<file path="src/rtl/rv_mem_pkg.sv">
// Memory-access definitions shared by the load and store data paths.
package rv_mem_pkg;

    localparam logic [6:0] OP_STORE = 7'b0100011;

    localparam logic [2:0] F3_SB = 3'b000;
    localparam logic [2:0] F3_SH = 3'b001;
    localparam logic [2:0] F3_SW = 3'b010;

    localparam int NUM_LANES = 4;
    localparam int VEC_W     = 8;

    typedef struct packed {
        logic [31:0]          addr;
        logic [31:0]          wdata;
        logic [NUM_LANES-1:0] wstrb;
    } st_entry_t;

    // Alignment rule shared by both paths: halves on even bytes, words on word boundaries.
    function automatic logic access_legal(input logic [2:0] funct3, input logic [1:0] off);
        case (funct3)
            F3_SB:   return 1'b1;
            F3_SH:   return ~off[0];
            F3_SW:   return off == 2'b00;
            default: return 1'b0;
        endcase
    endfunction

endpackage

</file>
<file path="src/rtl/store_buffer_if.sv">
// Execute-side store request and memory-side write port of the store buffer.
interface store_buffer_if #(
    parameter int DEPTH = 4
);
    localparam int CW = $clog2(DEPTH + 1);

    logic          st_valid;
    logic          st_ready;
    logic [2:0]    st_funct3;
    logic [31:0]   st_addr;
    logic [31:0]   st_data;
    logic          st_err;
    logic          mem_req;
    logic          mem_gnt;
    logic [31:0]   mem_addr;
    logic [31:0]   mem_wdata;
    logic [3:0]    mem_wstrb;
    logic          empty;
    logic [CW-1:0] count;

    modport master (
        output st_valid, st_funct3, st_addr, st_data, mem_gnt,
        input  st_ready, st_err, mem_req, mem_addr, mem_wdata, mem_wstrb, empty, count
    );

    modport slave (
        input  st_valid, st_funct3, st_addr, st_data, mem_gnt,
        output st_ready, st_err, mem_req, mem_addr, mem_wdata, mem_wstrb, empty, count
    );

endinterface

</file>
<file path="src/rtl/store_fifo.sv">
// Generic in-order FIFO; pointers wrap naturally since DEPTH is a power of two.
module store_fifo #(
    parameter int DEPTH = 4,
    parameter int WIDTH = 68,
    parameter int CW    = $clog2(DEPTH + 1)
) (
    input  logic             clk,
    input  logic             rst_n,
    input  logic             push,
    input  logic             pop,
    input  logic [WIDTH-1:0] din,
    output logic [WIDTH-1:0] dout,
    output logic [CW-1:0]    count,
    output logic             full,
    output logic             empty
);
    localparam int PW = $clog2(DEPTH);

    logic [WIDTH-1:0] mem [DEPTH];
    logic [PW-1:0]    wr_ptr;
    logic [PW-1:0]    rd_ptr;
    logic             push_ok;
    logic             pop_ok;

    assign full    = count == CW'(DEPTH);
    assign empty   = count == '0;
    assign push_ok = push && !full;
    assign pop_ok  = pop && !empty;
    assign dout    = mem[rd_ptr];

    always_ff @(posedge clk) begin
        if (push_ok) mem[wr_ptr] <= din;
    end

    always_ff @(posedge clk or negedge rst_n) begin
        if (!rst_n) begin
            wr_ptr <= '0;
            rd_ptr <= '0;
            count  <= '0;
        end else begin
            if (push_ok) wr_ptr <= wr_ptr + PW'(1);
            if (pop_ok)  rd_ptr <= rd_ptr + PW'(1);
            case ({push_ok, pop_ok})
                2'b10:   count <= count + CW'(1);
                2'b01:   count <= count - CW'(1);
                default: count <= count;
            endcase
        end
    end

endmodule

</file>
<file path="src/rtl/store_buffer.sv">
// Encodes RV32 SB/SH/SW into word writes with byte strobes and queues them
// in order toward data memory; illegal or misaligned stores raise st_err.
module store_buffer
    import rv_mem_pkg::*;
#(
    parameter int DEPTH = 4
) (
    input  logic           clk,
    input  logic           rst_n,
    store_buffer_if.slave  sb
);
    localparam int CW = $clog2(DEPTH + 1);
    localparam int EW = $bits(st_entry_t);

    logic [1:0]                      off;
    logic                            legal;
    logic                            accept;
    logic                            push;
    logic                            pop;
    logic                            full;
    logic                            fifo_empty;
    logic [CW-1:0]                   fifo_count;
    logic                            err_q;
    logic [NUM_LANES-1:0]            enc_strb;
    logic [NUM_LANES-1:0][VEC_W-1:0] enc_data;
    st_entry_t                       enc_entry;
    st_entry_t                       head;
    logic [EW-1:0]                   head_raw;

    assign off    = sb.st_addr[1:0];
    assign legal  = access_legal(sb.st_funct3, off);
    assign accept = sb.st_valid && sb.st_ready;
    assign push   = accept && legal;
    assign pop    = !fifo_empty && sb.mem_gnt;

    always_comb begin
        enc_strb = '0;
        case (sb.st_funct3)
            F3_SB:   enc_strb = 4'b0001 << off;
            F3_SH:   enc_strb = 4'b0011 << off;
            F3_SW:   enc_strb = 4'b1111;
            default: enc_strb = '0;
        endcase
    end

    // Each byte lane picks the source byte that lands there for any legal offset.
    for (genvar l = 0; l < NUM_LANES; l++) begin : g_lane
        always_comb begin
            case (sb.st_funct3)
                F3_SB:   enc_data[l] = sb.st_data[VEC_W-1:0];
                F3_SH:   enc_data[l] = sb.st_data[(l % 2)*VEC_W +: VEC_W];
                default: enc_data[l] = sb.st_data[l*VEC_W +: VEC_W];
            endcase
        end
    end

    assign enc_entry.addr  = {sb.st_addr[31:2], 2'b00};
    assign enc_entry.wdata = enc_data;
    assign enc_entry.wstrb = enc_strb;

    store_fifo #(
        .DEPTH (DEPTH),
        .WIDTH (EW),
        .CW    (CW)
    ) u_fifo (
        .clk   (clk),
        .rst_n (rst_n),
        .push  (push),
        .pop   (pop),
        .din   (enc_entry),
        .dout  (head_raw),
        .count (fifo_count),
        .full  (full),
        .empty (fifo_empty)
    );

    always_ff @(posedge clk or negedge rst_n) begin
        if (!rst_n) err_q <= 1'b0;
        else        err_q <= accept && !legal;
    end

    assign head         = st_entry_t'(head_raw);
    assign sb.st_ready  = !full;
    assign sb.st_err    = err_q;
    assign sb.empty     = fifo_empty;
    assign sb.count     = fifo_count;
    assign sb.mem_req   = !fifo_empty;
    // Head fields are forced to zero when idle so storage never needs a reset.
    assign sb.mem_addr  = fifo_empty ? '0 : head.addr;
    assign sb.mem_wdata = fifo_empty ? '0 : head.wdata;
    assign sb.mem_wstrb = fifo_empty ? '0 : head.wstrb;

endmodule

</file>
<file path="src/flat_wrapper.sv">
// flat-port wrapper written by rule: the top's interface ports become plain ports
module store_buffer_flat import rv_mem_pkg::*;
#(
    parameter int DEPTH = 4
)
  (clk, rst_n, sb_st_valid, sb_st_funct3, sb_st_addr, sb_st_data, sb_mem_gnt, sb_st_ready, sb_st_err, sb_mem_req, sb_mem_addr, sb_mem_wdata, sb_mem_wstrb, sb_empty, sb_count);
  store_buffer_if #(.DEPTH(DEPTH)) sb_i ();
  input  logic clk;
  input  logic rst_n;
  input wire logic [$bits(sb_i.st_valid)-1:0] sb_st_valid;
  input wire logic [$bits(sb_i.st_funct3)-1:0] sb_st_funct3;
  input wire logic [$bits(sb_i.st_addr)-1:0] sb_st_addr;
  input wire logic [$bits(sb_i.st_data)-1:0] sb_st_data;
  input wire logic [$bits(sb_i.mem_gnt)-1:0] sb_mem_gnt;
  output wire logic [$bits(sb_i.st_ready)-1:0] sb_st_ready;
  output wire logic [$bits(sb_i.st_err)-1:0] sb_st_err;
  output wire logic [$bits(sb_i.mem_req)-1:0] sb_mem_req;
  output wire logic [$bits(sb_i.mem_addr)-1:0] sb_mem_addr;
  output wire logic [$bits(sb_i.mem_wdata)-1:0] sb_mem_wdata;
  output wire logic [$bits(sb_i.mem_wstrb)-1:0] sb_mem_wstrb;
  output wire logic [$bits(sb_i.empty)-1:0] sb_empty;
  output wire logic [$bits(sb_i.count)-1:0] sb_count;
  assign sb_i.st_valid = sb_st_valid;
  assign sb_i.st_funct3 = sb_st_funct3;
  assign sb_i.st_addr = sb_st_addr;
  assign sb_i.st_data = sb_st_data;
  assign sb_i.mem_gnt = sb_mem_gnt;
  assign sb_st_ready = sb_i.st_ready;
  assign sb_st_err = sb_i.st_err;
  assign sb_mem_req = sb_i.mem_req;
  assign sb_mem_addr = sb_i.mem_addr;
  assign sb_mem_wdata = sb_i.mem_wdata;
  assign sb_mem_wstrb = sb_i.mem_wstrb;
  assign sb_empty = sb_i.empty;
  assign sb_count = sb_i.count;
  store_buffer #(.DEPTH(DEPTH)) u_core (.clk(clk), .rst_n(rst_n), .sb(sb_i));
endmodule
</file>
<file path="config.mk">
export PLATFORM = sky130hd
export DESIGN_NAME = store_buffer_flat
export DESIGN_NICKNAME = d
export VERILOG_FILES = /design/src/rtl/rv_mem_pkg.sv /design/src/rtl/store_buffer_if.sv /design/src/rtl/store_fifo.sv /design/src/rtl/store_buffer.sv /design/src/flat_wrapper.sv
export SDC_FILE = /design/constraint.sdc
export NUM_CORES = 1
export LEC_CHECK = 0
export ABC_AREA = 1
export BUFFER_PORTS_ARGS = -buffer_cell sky130_fd_sc_hd__buf_2
export CAP_MARGIN = 0
export CORE_MARGIN = 5
export CORE_UTILIZATION = 35
export DETAILED_ROUTE_END_ITERATION = 6
export PLACE_DENSITY = 0.62
export SYNTH_ARGS = -nofsm -noshare
export SYNTH_HDL_FRONTEND = slang
export SYNTH_SLANG_ARGS = --single-unit
</file>
<file path="constraint.sdc">
create_clock -name clk -period 10.5 [get_ports clk]
set_input_delay 2.1 -clock clk [delete_from_list [all_inputs] [get_ports clk]]
set_output_delay 2.1 -clock clk [all_outputs]
set_load 0.03 [all_outputs]
</file>
# Word level (Yosys, flattened, before mapping)
# Memory sizes are Yosys's and may differ from the RTL's.
# Index checks and enable logic that the tools add are counted.
# totals
n_memories,1
regBits,8
in_bits,71
mem_bits_rw,264
# memory_table
memory,words,width,read_ports,rd_clocked_by_memory_dff,write_ports,line,text
u_core.u_fifo.mem,4,66,1,0,1,store_fifo.sv:19,logic [WIDTH-1:0] mem [DEPTH];
# op_classes
bitwise_logic,1
n_addsub,4
mux,11
eq_ne,5
n_reduce_logical,14
n_shift,2
# ops
op,count
32-bit 2-to-1 mux,2
8-bit 2-to-1 mux,2
8-bit one-hot mux with 2 select lines,1
4-bit one-hot mux with 3 select lines,1
1-bit logical AND,6
3-bit logical NOT,2
3-bit one-hot mux with 2 select lines,1
"2-bit by 1-bit adder with 2-bit output, second input constant",2
4-bit 2-to-1 mux,1
"1-bit by 2-bit left shift with 4-bit output, first input constant",1
"2-bit by 2-bit left shift with 4-bit output, first input constant",1
"3-bit by 1-bit adder with 3-bit output, second input constant",1
"3-bit by 1-bit == test with 1-bit output, second input constant",1
"3-bit by 2-bit == test with 1-bit output, second input constant",1
"3-bit == test, second input constant",1
1-bit logical NOT,3
1-bit one-hot mux with 3 select lines,1
"3-bit by 1-bit subtractor with 3-bit output, second input constant",1
"2-bit by 1-bit == test with 1-bit output, second input constant",1
"2-bit == test, second input constant",1
2-bit logical NOT,1
1-bit 2-to-1 mux,2
2-bit nonzero test,1
2-bit OR reduction,1
1-bit inverter,1

# Longest topological paths before layout
# Gate-level depths: netlist of run 1.
# depth
depth_word,7
ltp_mapped,11
depth_no_buf,11

# Cells and area by module
# From an unflattened synthesis of run 1, not the netlist that was laid out.
# unflattened
hier_cells,1110
hier_area_um2,12421.9
# modules_own_cells
mod,area_each_um2,n_inst,cells_each
store_fifo,11353.4,1,855
store_buffer,1068.5,1,255

# Least setup slack after synthesis of run 1
# OpenSTA, ideal clock, no wires.
# synth_timing
path_kind,input-to-reg
startpoint,in sb_st_funct3[1]
endpoint,"mem u_core.u_fifo.mem[0][0] (netlist name), enable pin"
stages,5
setup_time_ns,0.491
t_arrival_ns,5.364
slack_ns,4.645
path_cell_list,nor2_2 o21ai_1 nand2_1 nand2_1 nor2_1
# synth_via
elab_chain_cells,6
elab_cells_between_ends,8
classes_between,eq/ne: 2; mux: 3; reduce/logical: 3
# synth_lines
element,line,text
start: declaration,flat_wrapper.sv:11,input wire logic [$bits(sb_i.st_funct3)-1:0] sb_st_funct3;
3-bit by 2-bit == test with 1-bit output (tied with other cells),rv_mem_pkg.sv:21,case (funct3)
1-bit one-hot mux with 3 select lines *,rv_mem_pkg.sv:21,
1-bit logical AND *,store_buffer.sv:33,assign push = accept && legal;
1-bit logical AND *,store_fifo.sv:27,assign push_ok = push && !full;
1-bit 2-to-1 mux *,store_fifo.sv:32,if (push_ok) mem[wr_ptr] <= din;
1-bit 2-to-1 mux (not written as such) *,store_fifo.sv:32,
end: declaration,store_fifo.sv:19,
# Every way passes the cells marked *; elsewhere a longest branch is shown, timed or not.

# Worst setup path in the final report of run 1
# layout_timing
startpoint,reg u_core.u_fifo.rd_ptr[0]
endpoint,out sb_mem_wdata[15]
# layout_via
elab_chain_cells,2
# layout_lines
element,line,text
start: declaration,store_fifo.sv:21,logic [PW-1:0] rd_ptr;
start signal: assignment,store_fifo.sv:42,if (pop_ok) rd_ptr <= rd_ptr + PW'(1);
memory read 4 x 66 bit,-,
32-bit 2-to-1 mux,store_buffer.sv:90,assign sb.mem_wdata = fifo_empty ? '0 : head.wdata;
end: declaration,flat_wrapper.sv:19,output wire logic [$bits(sb_i.mem_wdata)-1:0] sb_mem_wdata;
# Every way passes these cells.

==> summary.txt, run 1 <==
Cells and area
  • N_diodes: 0
  • Final nets: 1134
  • Area added between synthesis and finish: 16.33%
  • Commonest cells after routing, fill and taps aside: nor2_1, edfxtp_1, buf_2
  • Fraction of layout cells with a size suffix above 1: 19.02%
  • Most common cell after layout, fill and taps aside: nor2_1
  • Fin cells: 1480
  • Number of fill cells: 2952
  • Design area: 12930 µm²

Synthesis
  • Syn Area/Cell: 11.95 µm²
  • Top post-synthesis cells by area: edfxtp_1, nor2_1, o21ai_0
  • Library cells used by synthesis: 26
  • Post-synth top area share: 71.34%
  • YS warnings: 0
  • Largest area contributor in the netlist: edfxtp_1
  • Synth Cell Area: 11110 µm²
  • Sequential-to-total area share from yosys stat: 73.14%
  • Synth Register Bits: 272
  • Synthesized instance count: 930

Clock network
  • Post-CTS Setup Bufs: 0
  • Number of clock sinks: 272
  • Root Buffer: clkbuf_16
  • Inserted Clock Buffers: 28
  • CTS tree: yes
  • PostCTS Resize Cnt: 0
  • # H-tree levels: 1
  • Clk slew on worst S/H paths: 0.06 ns
  • Hold buffers post-CTS: 0
  • Worst-skew pair later-pin latency: 0.53 ns
  • Clk buf depth: 3

STA
  • Setup slack after layout: 5.078 ns
  • Setup TNS: 0 ns
  • RSZ-0062 raised after global routing: false
  • Final hold vios: 0
  • Slew headroom: 29.00%
  • Final setup violation count: 0
  • Final period util: 51.63%
  • Final Skew: 0.006404 ns
  • Min Clock Period, post-route: 5.422 ns
  • Worst Max-Slew Pin Slew: 1.062 ns
  • Final hold slack: 0.5276 ns
  • Max Slew Vio Count: 0
  • Max Freq: 184.5 MHz

Placed design
  • HPWL after DPL: 15560 µm
  • Placed Area: 12100 µm²
  • I/O Buffers: 143
  • Placer Congestion: 0.7982
  • Placed cells: 1429
  • Setup slack at placement: 5.280 ns

Global route
  • Total gr overflow: 0
  • Total GRT Usage: 14.45%
  • Initial antenna violation count: 0
  • Met3 usage: 2.538%
  • Vias in the first global route: 7079
  • Largest net degree at the start of global routing: 79
  • Met1 Resource Use GR: 20.55%
  • Met2 usage: 23.61%
  • Top Usage Layer GRT: met2
  • Global-route wire length before repair: 40430 µm

Floorplanning
  • Core ar.: 31470 µm²
  • Row cnt: 65
  • Die X: 188.2 µm
  • Die Y: 188.2 µm
  • Die ar.: 35410 µm²
  • Initial Util: 35.31%
  • Ports: 146

Hold path
  • Hold wc startpoint: u_core.u_fifo.count[0]
  • Hold depth: 1
  • Hold Path Class: flop to flop
  • Hold EP: u_core.u_fifo.count[0]

Routing
  • Vias per cell: 4.834
  • Initial DRC count: 608
  • Initial DRT Pass Iterations: 5
  • Final wirelength: 26130 µm
  • Remaining DRCs: 0
  • Wirelength per Cell: 17.65 µm
  • ANT nets after route: 0
  • Vias: 7154

Setup path
  • CP required: 8.40 ns
  • Setup crit end kind: output pin
  • Startpoint types: flop
  • Worst Path Max Fanout: 78
  • RR Startpoint: u_core.u_fifo.count[0]
  • WP data arrival: 3.32 ns
  • R2R setup slack: 7.56 ns
  • RR Endpoint: u_core.u_fifo.mem[0][54]
  • R2R depth: 7
  • Crit Path Class: flop to output pin

Power and ir drop
  • Power Dens Cells: 289.6 nW/µm²
  • Max VDD drop: 142.5 µV
  • P_leak: 4.644 nW

Flow run
  • MaxCap Viol Count: 0

Run status
  • Status: finished, final reports clean
-- power by group --
group | switching [mW] | total (mW) | internal [mW] | leakage (nW)
Sequential | 0.0567 | 1.32 | 1.26 | 2.48
Clock | 0.384 | 0.887 | 0.502 | 0.408
Combinational | 1.13 | 1.54 | 0.404 | 1.76
-- stage by stage --
step	power, mW	utilization (%)
after floorplan	2.465	-
after global placement	2.892	38.44
after detailed placement	2.907	38.44
after CTS	3.800	41.07
after global routing	3.976	41.07
final	3.743	41.07
-- routing by layer --
layer  vias to the layer above  wire length, µm
met4                         0              372
met5                         -                0
met2                       224            12170
li1                       3495                -
met1                      3400            12040
met3                        35             1545
-- synthesized netlist by cell type (all sizes together) --
master / n
ha: 5
inv: 28
nor2: 278
nand2: 61
o211ai: 8
xnor2: 1
dfrtp: 8
clkbuf: 18
buf: 38
xor2: 1
edfxtp: 264
o21ai: 145
fa: 1
a21oi: 67
conb: 1
nand3: 5
or2: 1
-- final cells by class --
cell class	instances	area [µm²]	area share [%]
Inverter	28	107.6	0.8324
Clock inverter	16	78.83	0.6098
Clock buffer	35	748.2	5.788
Sequential cell	272	8133	62.92
Multi-Input combinational cell	575	2572	19.90
Tap cell	402	503.0	3.891
Timing Repair Buffer	152	783.3	6.059
-- critical path: stages, from the launching register on --
cell and delay (ns):
dfrtp_4 0.72, inv_4 0.53, buf_4 0.69, o21ai_0 0.20, a21oi_1 0.32, buf_2 0.26
-- sequential cells by signal, indices dropped and copies added (netlist names) --
| signal | flops |
|---|---|
| u_core.u_fifo.mem | 264 |
| u_core.u_fifo.count | 3 |
| u_core.u_fifo.rd_ptr | 2 |
| u_core.u_fifo.wr_ptr | 2 |
| u_core.sb.st_err | 1 |
-- worst max path at each step --
stage | start | end | slack, ns | cells after the start
2_1_floorplan | sb_st_funct3[1] | u_core.u_fifo.mem[0][0] | 4.65 | 5
3_3_place_gp | sb_st_funct3[1] | u_core.u_fifo.mem[0][53] | 5.35 | 7
3_5_place_dp | sb_st_funct3[1] | u_core.u_fifo.mem[0][41] | 5.28 | 7
4_1_cts | u_core.u_fifo.rd_ptr[0] | sb_mem_wdata[23] | 4.99 | 5
5_1_grt | u_core.u_fifo.rd_ptr[0] | sb_mem_wdata[25] | 4.83 | 5
6_report | u_core.u_fifo.rd_ptr[0] | sb_mem_wdata[15] | 5.08 | 5
-- cells by family (layout without fill, tap and decap cells) --
group / Yosys count / count (layout) / synth area share [%]
simple gates: 345 / 345 / 11.82
flops: 272 / 272 / 73.14
compound gates: 220 / 220 / 10.09
buf+inv: 84 / 231 / 4.009
fa+ha+maj: 6 / 6 / 0.7432
xor+xnor: 2 / 2 / 0.1577
other cells: 1 / 2 / 0.03375
Power figures use the tool's default switching activity.
==> inputs of run 2 (changes only) <==
--- a/config.mk
+++ b/config.mk
@@ -5,7 +5,7 @@
 export SDC_FILE = /design/constraint.sdc
 export NUM_CORES = 1
 export LEC_CHECK = 0
-export ABC_AREA = 1
+export ABC_AREA = 0
 export BUFFER_PORTS_ARGS = -buffer_cell sky130_fd_sc_hd__buf_2
 export CAP_MARGIN = 0
 export CORE_MARGIN = 5
==> constraint.sdc (replaced) <==
create_clock -name clk -period 5.5 [get_ports clk]
set_input_delay 1.1 -clock clk [delete_from_list [all_inputs] [get_ports clk]]
set_output_delay 1.1 -clock clk [all_outputs]
set_load 0.03 [all_outputs]
==> run 2 against run 1 <==
Net effect: clock power up 96%; setup slack worse by 3.6 ns; largest power group is now sequential cells; clock skew about the same; register-to-register slack worse by 4.5 ns; synthesized cell count down 43%; first-iteration DRC count down 45%; highest routed layer is now met5; cell count down 26%; via count down 26%; critical path depth down 1; die area down 1.8%.
==> summary.txt, run 2 <==
Run status
  • Status: finished, final reports clean (unchanged)

Placed design
  • HPWL after DPL: 13320 µm (was 15560 µm)
  • Placer Congestion: 0.6879 (was 0.7982)
  • I/O Buffers: 143 (unchanged)

Power and ir drop
  • Comb power frac: 33.8% (was 41.1%)
  • Power Dens Cells: 519.9 nW/µm² (was 289.6 nW/µm²)
  • NetSw: 2.325 mW (was 1.574 mW)
  • P_leak: 4.395 nW (was 4.644 nW)
  • Max VDD drop: 309.5 µV (was 142.5 µV)
  • Clock share of power: 26.1% (was 23.7%)
  • Switching share of power: 34.80% (was 42.05%)
  • P_int: 4.357 mW (was 2.169 mW)
  • Sequential share of power: 40.1% (was 35.2%)

Setup path
  • Setup crit end kind: output pin (unchanged)
  • Slowest CP cell: dfrtp_4 (unchanged)
  • Worst Path Max Fanout: 46 (was 78)
  • CP max stage delay: 1.05 ns (was 0.72 ns)
  • R2R setup slack: 3.04 ns (was 7.56 ns)
  • Startpoint types: flop (unchanged)
  • RR Endpoint: u_core.u_fifo.count[1] (was u_core.u_fifo.mem[0][54])
  • Crit path cell chain: buf_4 > mux4_2 > and2_1 > buf_2 (was inv_4 > buf_4 > o21ai_0 > a21oi_1 > buf_2)
  • RR Startpoint: u_core.u_fifo.count[1] (was u_core.u_fifo.count[0])
  • CP required: 4.40 ns (was 8.40 ns)
  • WP data arrival: 2.94 ns (was 3.32 ns)
  • R2R depth: 7 (unchanged)
  • Crit Path Class: flop to output pin (unchanged)

Routing
  • Vias per cell: 4.835 (was 4.834)
  • Remaining DRCs: 0 (unchanged)
  • Wirelength per Cell: 20.77 µm (was 17.65 µm)
  • Final wirelength: 22640 µm (was 26130 µm)
  • Initial DRC count: 333 (was 608)
  • ANT nets after route: 0 (unchanged)
  • Vias: 5270 (was 7154)
  • Initial DRT Pass Iterations: 4 (was 5)

Synthesis
  • Library cells used by synthesis: 36 (was 26)
  • YS warnings: 0 (unchanged)
  • Commonest cells in the netlist: edfxtp_1, and2_1, mux4_2, clkbuf_1, a21oi_1 (was nor2_1, edfxtp_1, o21ai_0, a21oi_1, nand2_1)
  • Number of flops mapped to enable cells by yosys: 264 (unchanged)
  • Ys async rst share: 2.941% (unchanged)
  • Synth Register Bits: 272 (unchanged)
  • Synth Cell Area: 10900 µm² (was 11110 µm²)
  • Synthesized instance count: 528 (was 930)
  • Sequential-to-total area share from yosys stat: 74.56% (was 73.14%)
  • Count leader, synth: edfxtp_1 (was nor2_1)
  • Post-synth top area share: 72.73% (was 71.34%)
  • Largest area contributor in the netlist: edfxtp_1 (unchanged)
  • Syn Area/Cell: 20.64 µm² (was 11.95 µm²)
  • Main synth FF type: edfxtp_1 (unchanged)
  • Top post-synthesis cells by area: edfxtp_1, mux4_2, and2_1 (was edfxtp_1, nor2_1, o21ai_0)

STA
  • Min Clock Period, post-route: 4.041 ns
  • Final hold vios: 0 (unchanged)
  • Max Slew Vio Count: 0 (unchanged)
  • Slew headroom: 29.64% (was 29.00%)
  • Max Freq: 247.5 MHz
  • Final Skew: 0.006055 ns (was 0.006404 ns)
  • Worst Max-Slew Pin Slew: 1.055 ns (was 1.062 ns)
  • Final period util: 73.47%
  • Final setup violation count: 0 (unchanged)
  • Setup TNS: 0 ns (unchanged)
  • RSZ-0062 raised after global routing: false (unchanged)

Global route
  • Total GRT Usage: 12.74% (was 14.45%)
  • Largest net degree at the start of global routing: 71 (was 79)
  • Initial antenna violation count: 1 (was 0)
  • Total gr overflow: 0 (unchanged)
  • Global-route wire length before repair: 34890 µm (was 40430 µm)
  • Vias in the first global route: 5755 (was 7079)

Clock network
  • Inserted Clock Buffers: 28 (unchanged)
  • # H-tree levels: 1 (unchanged)
  • PostCTS Resize Cnt: 0 (unchanged)
  • Root Buffer: clkbuf_16 (unchanged)
  • Clk buf depth: 3 (unchanged)
  • Worst-skew pair later-pin latency: 0.53 ns (about the same)
  • Clk slew on worst S/H paths: 0.06 ns (about the same)
  • Post-CTS Setup Bufs: 0 (unchanged)
  • CTS tree: yes (unchanged)
  • Number of clock sinks: 272 (unchanged)
  • Hold buffers post-CTS: 0 (unchanged)

Hold path
  • Hold Path Class: primary input to asynchronous set/reset pin (was flop to flop)

Floorplanning
  • Die Y: 186.5 µm (was 188.2 µm)
  • Ports: 146 (unchanged)
  • Die ar.: 34770 µm² (was 35410 µm²)
  • Die X: 186.5 µm (was 188.2 µm)
  • Row cnt: 64 (was 65)
  • Initial Util: 35.54% (was 35.31%)
  • Core ar.: 30670 µm² (was 31470 µm²)

Cells and area
  • Post-layout util: 41.91% (was 41.07%)
  • Final nets: 752 (was 1134)
  • N_diodes: 0 (unchanged)
  • Biggest regs: u_core.u_fifo.mem: 264 flops, u_core.u_fifo.count: 3 flops (unchanged)
  • Commonest cells after routing, fill and taps aside: edfxtp_1, buf_2, and2_1 (was nor2_1, edfxtp_1, buf_2)
  • Area added between synthesis and finish: 17.91% (was 16.33%)
  • Largest register FFs: 264 (unchanged)
  • Most common cell after layout, fill and taps aside: edfxtp_1 (was nor2_1)
  • Fraction of layout cells with a size suffix above 1: 39.05% (was 19.02%)
  • Most flop-heavy register: u_core.u_fifo.mem (unchanged)

Flow run
  • MaxCap Viol Count: 0 (unchanged)
-- run 2: cell types whose count changed in the layout (fill, tap and decap cells not counted), moves of 55 or more --
cell     before  now
and2_1        0   67
nor2_1      272    9
a21oi_1      67   12
o21ai_0     106    0
mux4_2        0   66
nand2_1      61    1
-- run 2: how the worst max path moves through the flow --
stage          slack (ns)                  endpoint  cells after the start                     from
3_3_place_gp         1.81  u_core.u_fifo.mem[0][34]                      4          sb_st_funct3[0]
3_5_place_dp         1.74  u_core.u_fifo.mem[3][34]                      4          sb_st_funct3[0]
5_1_grt              1.22          sb_mem_wdata[11]                      4  u_core.u_fifo.rd_ptr[0]
2_1_floorplan        1.36   u_core.u_fifo.mem[0][0]                      4          sb_st_funct3[2]
4_1_cts              1.34          sb_mem_wdata[11]                      4  u_core.u_fifo.rd_ptr[0]
6_report             1.46          sb_mem_wdata[11]                      4  u_core.u_fifo.rd_ptr[0]
-- run 2: per-stage QoR --
step	setup slack, ns	std cells	total power, mW	cell area [µm²]	hold WS (ns)
final	1.459	1090	6.682	12850	0.4025
after CTS	1.344	1090	6.793	12850	0.3820
after detailed placement	1.745	1041	5.045	12020	0.4887
after floorplan	1.358	529	4.342	10900	0.5348
after global placement	1.812	1041	5.029	12020	0.4861
after global routing	1.225	1090	7.016	12850	0.3874
-- run 2: final cells by class --
class | instances | area, µm²
fill | 2718 | 17820
sequential | 272 | 8135
multi-input combinational | 217 | 2608
clock buffer | 37 | 755.7
timing repair buffer | 147 | 745.7
tap | 396 | 495.5
clock inverter | 12 | 78.83
inverter | 9 | 33.78
-- run 2: critical path, delay by kind of cell (launching register included) --
family / cells / cell delay [ns]
flip-flops: 1 / 1.05
buffers and inverters: 2 / 0.57
AND/OR/NAND/NOR: 1 / 0.18
multiplexers: 1 / 0.58
-- run 2: kinds of logic (layout without fill, tap and decap cells) --
group                      Yosys count  count (layout)  share of synthesized area [%]
AOI/OAI and AO/OA                   16              16                         0.9528
DFF                                272             272                          74.56
buffers and inverters               40             205                          1.676
muxes                               92              92                          16.25
adders and majority gates            6               6                         0.7576
xor gates and xnor gates             6               6                         0.4822
and+or+nand+nor                     95              95                          5.280
other                                1               2                        0.03440
-- run 2: power groups by stage --
stage / Combinational [mW] / Clock (mW) / Sequential, mW
after floorplan: 1.81 / 0 / 2.53
after global placement: 2.30 / 0 / 2.73
after detailed placement: 2.30 / 0 / 2.74
after CTS: 2.31 / 1.78 / 2.70
after global routing: 2.42 / 1.87 / 2.72
final: 2.26 / 1.74 / 2.68
-- run 2: routing by layer --
metal	vias up	global-route usage [%]	part of all wire [%]
li1	2386	-	-
met1	2677	18.13	45
met2	165	20.32	47
met3	40	2.747	5.8
met4	2	2.971	2.1
met5	-	0	0.031
